`src/rtl/cache_rate_monitor.sv`:
```
// cache_rate_monitor: per-channel cache hit/miss monitor with fixed-size
// access windows, per-window miss count, window-done pulse and sticky alarm.
// Ports: clk, rst (async, active-high), clr (sync clear), freeze (hold),
//   acc_vld/acc_miss/acc_wr [NCH] access strobes, sel channel readout select,
//   rd_hit/rd_miss/rd_win_miss/rd_wr_miss registered readout of channel sel,
//   win_done [NCH] window-closed pulse, alarm [NCH] sticky threshold alarm.
// Optional: define CRM_WR_SPLIT_EN to add per-channel write-miss counters.
module cache_rate_monitor #(
    parameter int NCH    = 2,
    parameter int CNT_W  = 32,
    parameter int WINDOW = 64,
    parameter int THRESH = 8,
    localparam int SEL_W = (NCH > 1) ? $clog2(NCH) : 1,
    localparam int WM_W  = $clog2(WINDOW + 1)
) (
    input  logic             clk,
    input  logic             rst,
    input  logic             clr,
    input  logic             freeze,
    input  logic [NCH-1:0]   acc_vld,
    input  logic [NCH-1:0]   acc_miss,
    input  logic [NCH-1:0]   acc_wr,
    input  logic [SEL_W-1:0] sel,
    output logic [CNT_W-1:0] rd_hit,
    output logic [CNT_W-1:0] rd_miss,
    output logic [WM_W-1:0]  rd_win_miss,
    output logic [CNT_W-1:0] rd_wr_miss,
    output logic [NCH-1:0]   win_done,
    output logic [NCH-1:0]   alarm
);

    typedef enum logic {W_IDLE, W_RUN} w_state_e;

    localparam logic [WM_W-1:0] WIN_L = WM_W'(WINDOW);

    logic [CNT_W-1:0] hit_q      [NCH];
    logic [CNT_W-1:0] hit_d      [NCH];
    logic [CNT_W-1:0] miss_q     [NCH];
    logic [CNT_W-1:0] miss_d     [NCH];
    logic [WM_W-1:0]  acc_cnt_q  [NCH];
    logic [WM_W-1:0]  acc_cnt_d  [NCH];
    logic [WM_W-1:0]  cur_miss_q [NCH];
    logic [WM_W-1:0]  cur_miss_d [NCH];
    logic [WM_W-1:0]  win_miss_q [NCH];
    logic [WM_W-1:0]  win_miss_d [NCH];
    w_state_e         state_q    [NCH];
    w_state_e         state_d    [NCH];
    logic [NCH-1:0]   done_q, done_d;
    logic [NCH-1:0]   alarm_q, alarm_d;
    logic [CNT_W-1:0] rd_hit_q, rd_hit_d;
    logic [CNT_W-1:0] rd_miss_q, rd_miss_d;
    logic [WM_W-1:0]  rd_win_q, rd_win_d;
    logic [CNT_W-1:0] rd_wr_q, rd_wr_d;
    logic             sel_ok;

`ifdef CRM_WR_SPLIT_EN
    logic [CNT_W-1:0] wrm_q [NCH];
    logic [CNT_W-1:0] wrm_d [NCH];
`else
    logic unused_wr;
    assign unused_wr = ^acc_wr;
`endif

    assign sel_ok = 32'(sel) < NCH;

    always_comb begin
        logic [WM_W-1:0] cnt_nxt;
        logic [WM_W-1:0] mis_nxt;
        cnt_nxt = '0;
        mis_nxt = '0;
        done_d  = '0;
        alarm_d = alarm_q;
        for (int i = 0; i < NCH; i++) begin
            hit_d[i]      = hit_q[i];
            miss_d[i]     = miss_q[i];
            acc_cnt_d[i]  = acc_cnt_q[i];
            cur_miss_d[i] = cur_miss_q[i];
            win_miss_d[i] = win_miss_q[i];
            state_d[i]    = state_q[i];
`ifdef CRM_WR_SPLIT_EN
            wrm_d[i]      = wrm_q[i];
`endif
            if (clr) begin
                hit_d[i]      = '0;
                miss_d[i]     = '0;
                acc_cnt_d[i]  = '0;
                cur_miss_d[i] = '0;
                win_miss_d[i] = '0;
                state_d[i]    = W_IDLE;
                alarm_d[i]    = 1'b0;
`ifdef CRM_WR_SPLIT_EN
                wrm_d[i]      = '0;
`endif
            end else if (!freeze && acc_vld[i]) begin
                if (!acc_miss[i] && hit_q[i] != '1)
                    hit_d[i] = hit_q[i] + 1'b1;
                if (acc_miss[i] && miss_q[i] != '1)
                    miss_d[i] = miss_q[i] + 1'b1;
`ifdef CRM_WR_SPLIT_EN
                if (acc_miss[i] && acc_wr[i] && wrm_q[i] != '1)
                    wrm_d[i] = wrm_q[i] + 1'b1;
`endif
                // An idle window starts counting from this access.
                cnt_nxt = (state_q[i] == W_IDLE) ? WM_W'(1)
                                                 : acc_cnt_q[i] + 1'b1;
                mis_nxt = ((state_q[i] == W_IDLE) ? '0 : cur_miss_q[i])
                        + WM_W'(acc_miss[i]);
                if (cnt_nxt == WIN_L) begin
                    win_miss_d[i] = mis_nxt;
                    acc_cnt_d[i]  = '0;
                    cur_miss_d[i] = '0;
                    done_d[i]     = 1'b1;
                    state_d[i]    = W_IDLE;
                    if (32'(mis_nxt) > THRESH)
                        alarm_d[i] = 1'b1;
                end else begin
                    acc_cnt_d[i]  = cnt_nxt;
                    cur_miss_d[i] = mis_nxt;
                    state_d[i]    = W_RUN;
                end
            end
        end
    end

    // Readout samples pre-update state; out-of-range channels read as zero.
    always_comb begin
        rd_hit_d  = '0;
        rd_miss_d = '0;
        rd_win_d  = '0;
        rd_wr_d   = '0;
        if (!clr && sel_ok) begin
            rd_hit_d  = hit_q[sel];
            rd_miss_d = miss_q[sel];
            rd_win_d  = win_miss_q[sel];
`ifdef CRM_WR_SPLIT_EN
            rd_wr_d   = wrm_q[sel];
`endif
        end
    end

    always_ff @(posedge clk or posedge rst) begin
        if (rst) begin
            for (int i = 0; i < NCH; i++) begin
                hit_q[i]      <= '0;
                miss_q[i]     <= '0;
                acc_cnt_q[i]  <= '0;
                cur_miss_q[i] <= '0;
                win_miss_q[i] <= '0;
                state_q[i]    <= W_IDLE;
`ifdef CRM_WR_SPLIT_EN
                wrm_q[i]      <= '0;
`endif
            end
            done_q    <= '0;
            alarm_q   <= '0;
            rd_hit_q  <= '0;
            rd_miss_q <= '0;
            rd_win_q  <= '0;
            rd_wr_q   <= '0;
        end else begin
            for (int i = 0; i < NCH; i++) begin
                hit_q[i]      <= hit_d[i];
                miss_q[i]     <= miss_d[i];
                acc_cnt_q[i]  <= acc_cnt_d[i];
                cur_miss_q[i] <= cur_miss_d[i];
                win_miss_q[i] <= win_miss_d[i];
                state_q[i]    <= state_d[i];
`ifdef CRM_WR_SPLIT_EN
                wrm_q[i]      <= wrm_d[i];
`endif
            end
            done_q    <= done_d;
            alarm_q   <= alarm_d;
            rd_hit_q  <= rd_hit_d;
            rd_miss_q <= rd_miss_d;
            rd_win_q  <= rd_win_d;
            rd_wr_q   <= rd_wr_d;
        end
    end

    assign rd_hit      = rd_hit_q;
    assign rd_miss     = rd_miss_q;
    assign rd_win_miss = rd_win_q;
    assign rd_wr_miss  = rd_wr_q;
    assign win_done    = done_q;
    assign alarm       = alarm_q;

endmodule

```
`config.mk`:
```
export PLATFORM = sky130hd
export DESIGN_NAME = cache_rate_monitor
export DESIGN_NICKNAME = d
export VERILOG_FILES = /design/src/rtl/cache_rate_monitor.sv
export SDC_FILE = /design/constraint.sdc
export NUM_CORES = 1
export LEC_CHECK = 0
export BUFFER_PORTS_ARGS = -buffer_cell sky130_fd_sc_hd__buf_4
export CAP_MARGIN = 20
export CORE_MARGIN = 10
export CORE_UTILIZATION = 55
export DETAILED_ROUTE_END_ITERATION = 8
export PLACE_DENSITY = 0.76
export SETUP_SLACK_MARGIN = 0.02
export SLEW_MARGIN = 0
export SYNTH_ARGS = -nofsm -noshare
export SYNTH_HDL_FRONTEND = slang
export SYNTH_SLANG_ARGS = --single-unit
```
`constraint.sdc`:
```
create_clock -name clk -period 10.86 [get_ports clk]
set_input_delay 2.172 -clock clk [delete_from_list [all_inputs] [get_ports clk]]
set_output_delay 2.172 -clock clk [all_outputs]
set_load 0.02 [all_outputs]
```
---- Word level (Yosys, flattened, before mapping) ----
Cells that the tools add are included.
W data, S select, Z words.
storage, ports and cells
  bits in registers ....................... 247
  bits of input ports ..................... 11
  output and inout port bits .............. 107
  logic and storage cells ................. 129
cells by class
  add/sub/neg operators ................... 8
  $lt $le $gt $ge ......................... 3
  eq/ne operators ......................... 6
  mux-type cells .......................... 66
  bitwise gates (word level) .............. 1
  reduce and logical (&&, ||, !) cells .... 27
operator list
  operator                 number
  $mux W32                 20
  $mux W7                  26
  $add A32 B1 Y32 const B  4
  $ne A32 B32 Y1 const B   4
  $mux W1                  20
  $reduce_bool A2 Y1       10
  $add A7 B1 Y7            2
  $add A7 B1 Y7 const B    2
  $eq A7 B7 Y1 const B     2
  $gt A7 B4 Y1 const B     2
  $reduce_and A2 Y1        6
  $logic_and A1 B1 Y1      6
  $reduce_and A3 Y1        2
  $logic_not A1 Y1         3
  $ge A2 B2 Y1 const B     1
  $not A1 Y2               1

---- Longest topological paths before layout ----
  word-level depth ........................ 7
  mapped depth ............................ 10
  depth with buffers taken out ............ 9

---- Least setup slack after synthesis ----
Ideal clock, no wire load.
  path kind ............................... input -> register
  start point ............................. input port freeze
  end point ............................... register miss_q[29] (netlist name)
  library setup time ...................... 0.125 ns
  arrival time ............................ 3.767 ns
  required time ........................... 10.735 ns
  setup slack ............................. 6.967 ns
  stages .................................. 6
  buffers on the path ..................... 0
  cells stage by stage .................... nand3b_1 > or3_1 > or4_4 > nor4_4 > nand3_2 > mux2_4
on the way
  cells in the longest elaborated chain, start to end .. 4
ends and longest elaborated chain
  what                                 line  source
  start, declared                      19    input logic freeze,
  $logic_not A1 Y1                     94    end else if (!freeze && acc_vld[i]) begin
  $logic_and A1 B1 Y1                  94
  $reduce_bool A2 Y1 (no source line)  -
  $reduce_and A2 Y1 (no source line)   -
  end signal, assigned by index        163   miss_q[i] <= miss_d[i];
  end, declared                        38    logic [CNT_W-1:0] miss_q [NCH];
Every way passes these cells.
A chain may end at the register's enable or synchronous reset.

---- Worst setup path in the final report ----
  start point ............................. input port clr
  end point ............................... register hit_q[29] (netlist name)
on the way
  cells in the longest elaborated chain, start to end .. 2
  elaborated cells between the ends (all ways) .. 4
  those cells by class .................... mux (1); reduce/logical (3)
ends and longest elaborated chain
  what                                 line  source
  start, declared                      18    input logic clr,
  $reduce_bool A2 Y1 (no source line)  -
  $reduce_and A2 Y1 (no source line)   -
  end signal, assigned by index        162   hit_q[i] <= hit_d[i];
  end, declared                        36    logic [CNT_W-1:0] hit_q [NCH];
Several ways; a longest one is shown, not always the timed one.

==> flow_metrics.env <==
export IMPL_status="finished clean"
export IMPL_avgViaCountPerCell=5.80
export IMPL_layout_drive_gt1_share_pct=12.1
export IMPL_synthTopCellsByArea="dfrtp_1 50%, nor2_1 6.5%, mux2i_1 5.8%, xnor2_1 4.1%, xor2_1 3.8%"
export IMPL_cts_buffer_depth=3
export IMPL_setup_ws_ns=7.04
export IMPL_synth_mux_area_share_pct=6.12
export IMPL_routed_top_layer="met4"
export IMPL_power_frac_clock_pct=47.7
export IMPL_avgSynthCellArea_um2=9.84
export IMPL_p_sw_uw=437
export IMPL_tightest_slew_ns=1.02
export IMPL_drt_iter0_markers=938
export IMPL_io_buffers=83
export IMPL_maxSlewViolCount=0
export IMPL_peakVddDrop_v=0.000122
export IMPL_relSlewSlack_pct=31.3
export IMPL_wl_met2_um=14000
export IMPL_coreArea_mm2=0.0220
export IMPL_grt_max_degree=117
export IMPL_wl_per_cell_um=17.5
export IMPL_dpl_hpwl_um=19100
export IMPL_grt_ovfl_total=0
export IMPL_ys_ff_latch=247
export IMPL_drc=0
export IMPL_yosys_area_share_simple_pct=24.2
export IMPL_drv_cap=0
export IMPL_async_reset_ff_share_pct=100
export IMPL_synth_top_area_share_pct=49.9
export IMPL_p_seq_share_pct=48.2
export IMPL_critPathMaxFanout=59
export IMPL_netlist_area_mm2=0.0124
export IMPL_dieWidth_um=170
export IMPL_cp_required_ns=11.27
export IMPL_yosys_warnings=0
export IMPL_hold_start="win_miss_q[2]"
export IMPL_cts_setup_buffers=0
export IMPL_synth_xor_area_share_pct=7.92
export IMPL_ios=118
export IMPL_die_y_um=170
export IMPL_areaGrowthSynthToFinish_pct=13.1
export IMPL_yosys_area_top_type="dfrtp_1"
export IMPL_crit_path_start_kind="input pin"
export IMPL_cts_tree="built"
export IMPL_postSynthCellCount=1259
export IMPL_hold_violations=0
export IMPL_cts_buffers=27
export IMPL_hold_path_class="reg -> reg"
export IMPL_antenna_found_initial=0
export IMPL_vias=9430
export IMPL_pwr_share_comb_pct=4.1
export IMPL_hold_depth=2
export IMPL_synth_edff_count=0
export IMPL_fin_area_mm2=0.0140
export IMPL_rsz0062_at_grt="no"
export IMPL_power_mw=1.93
export IMPL_pre_cts_slack_ns=6.52
export IMPL_min_period_ns=3.82
export IMPL_intPower_mw=1.49
export IMPL_arrival_ns=4.23
export IMPL_ff2ff_path_depth=7
export IMPL_skew_ns=0.0168
export IMPL_postPlaceCellArea_mm2=0.0131
export IMPL_clock_latency_ns=0.54
export IMPL_htreeDepth=1
export IMPL_root_buffer="clkbuf_16"
export IMPL_fin_tns_setup_ns=0
export IMPL_wl_met3_um=1660
export IMPL_synth_cell_types=61
export IMPL_timing_hold_ws_ns=0.481
export IMPL_p_leak_nw=6.38
export IMPL_firstDrtPassIters=5
export IMPL_grt_use_total_pct=19.4
export IMPL_antenna_cells=0
export IMPL_synth_compound_area_share_pct=6.32
export IMPL_setup_viol=0
export IMPL_synth_fa_ha_area_share_pct=1.21
export IMPL_switching_share_pct=22.7
export IMPL_reg2reg_to="miss_q[0]"
export IMPL_cts_hold_fix_buffers=0
export IMPL_antenna_left=0
export IMPL_cts_resized=0
export IMPL_die_area_mm2=0.0289
export IMPL_placed_cells=1575
export IMPL_synth_top_family_by_area="simple AND/OR/NAND/NOR gates"
export IMPL_cp_startpoint="clr"
export IMPL_cts_clk_slew_worst_paths_ns=0.06
export IMPL_finalCoreUtilization_pct=63.8
export IMPL_seq_area_frac_synth_pct=49.9
export IMPL_r2r_slack_ns=8.30
export IMPL_routabilityCongestion=0.875
export IMPL_grt_pass1_vias=9328
export IMPL_wirelength_um=28400
export IMPL_min_period_over_period_pct=35.2
export IMPL_power_density_mw_per_mm2=137
export IMPL_start_util_pct=56.4
export IMPL_grt_pass1_wl_um=47200
export IMPL_whs_endpoint="win_miss_q[2]"
export IMPL_fin_cells=1625
export IMPL_end_kind="register"
export IMPL_rows=54
export IMPL_wl_met1_um=12200
export IMPL_max_freq_ghz=0.262
export IMPL_clock_sinks=247
export IMPL_crit_type="in -> reg"
export IMPL_nets=1348
export IMPL_r2r_start="miss_q[0]"
export IMPL_synth_main_ff_cell="dfrtp_1"
routing by layer:
layer  GRT usage, %  vias to the layer above
li1               -                     4485
met1           25.5                     4596
met2           33.0                      301
met3           3.31                       48
met4           3.85                        0
met5              0                        -
Yosys cell counts (26+ instances only):
library cell and n:
dfrtp_1 247, nor2_1 215, clkbuf_1 37, buf_4 33, xnor2_1 58, mux2i_1 72
a21oi_1 36, nor3_1 49, xor2_1 54, nand2_1 80, o21ai_0 26, and3_1 26
nand4_1 41, nand3_1 64, a22o_1 27
power groups by stage:
stage / Sequential [mW] / Clock, mW / Combinational, mW
2_1_floorplan: 0.943 / 0 / 0.0699
3_3_place_gp: 0.944 / 0 / 0.0778
3_5_place_dp: 0.944 / 0 / 0.0785
4_1_cts: 0.928 / 0.936 / 0.0786
5_1_grt: 0.928 / 0.976 / 0.0879
6_report: 0.928 / 0.919 / 0.0790
worst max-delay path by stage:
stage                               to  slack (ns)  cells past startpoint
final                        hit_q[29]        7.04                      7
after global routing         hit_q[29]        6.96                      7
after global placement       hit_q[29]        6.49                      7
after floorplan           acc_cnt_q[0]        1.90                      1
after detailed placement     hit_q[29]        6.52                      7
after CTS                    hit_q[29]        7.07                      7
worst max-delay path: stages:
cell and delay (ns):
buf_6 0.33, inv_1 0.26, a211o_1 0.36, or4_4 0.48
nor2_1 0.18, nand4_1 0.13, mux2_2 0.28
final cells by class:
| type | count | area (µm²) |
|---|---|---|
| multi-input cells | 942 | 5800 |
| fillers | 1743 | 7950 |
| clock inverters | 12 | 114 |
| flip-flops and latches | 247 | 6180 |
| well taps | 280 | 350 |
| clock buffers | 37 | 783 |
| inverters | 15 | 63.8 |
| repair buffers | 92 | 714 |
logic make-up after synthesis:
group | after synthesis
muxes | 75
adders and majority gates | 12
AOI/OAI and AO/OA | 119
and+or+nand+nor | 592
buffers and inverters | 101
other | 1
xor gates and xnor gates | 112
DFF | 247
registers in the layout (all words and copies together), names as in the netlist, 7 cells and up:
| register | cells |
|---|---|
| rd_hit | 32 |
| cur_miss_q | 14 |
| rd_miss | 32 |
| acc_cnt_q | 14 |
| miss_q | 64 |
| rd_win_miss | 7 |
| win_miss_q | 14 |
| hit_q | 64 |
layout by cell type, fill, tap and decap left out, types with 3 or more instances in the layout:
cell type,synthesis,layout
or2_2,6,6
o21ai_0,26,26
conb_1,1,32
clkinv_2,0,9
nor4_4,3,3
a211oi_1,3,3
nand4_1,41,41
clkbuf_16,0,27
and4_1,14,14
nand3b_1,4,4
a21oi_1,36,36
o211ai_1,4,4
xnor2_1,58,58
nor4_1,19,18
or3_1,20,20
nor3b_1,6,6
nand2_1,80,80
and3_1,26,26
dfrtp_1,247,247
nand3_1,64,64
mux2i_1,72,72
nor2_1,215,215
buf_4,33,90
nor3_1,49,49
a22o_1,27,27
clkbuf_8,0,7
nand4b_1,7,7
nor2b_1,5,5
clkbuf_1,37,3
and2_1,14,14
xor2_1,54,54
inv_1,15,14
o31ai_1,5,5
a31oi_1,4,4
ha_1,12,12
or4_1,5,5
(Power assumes the default switching activity.)
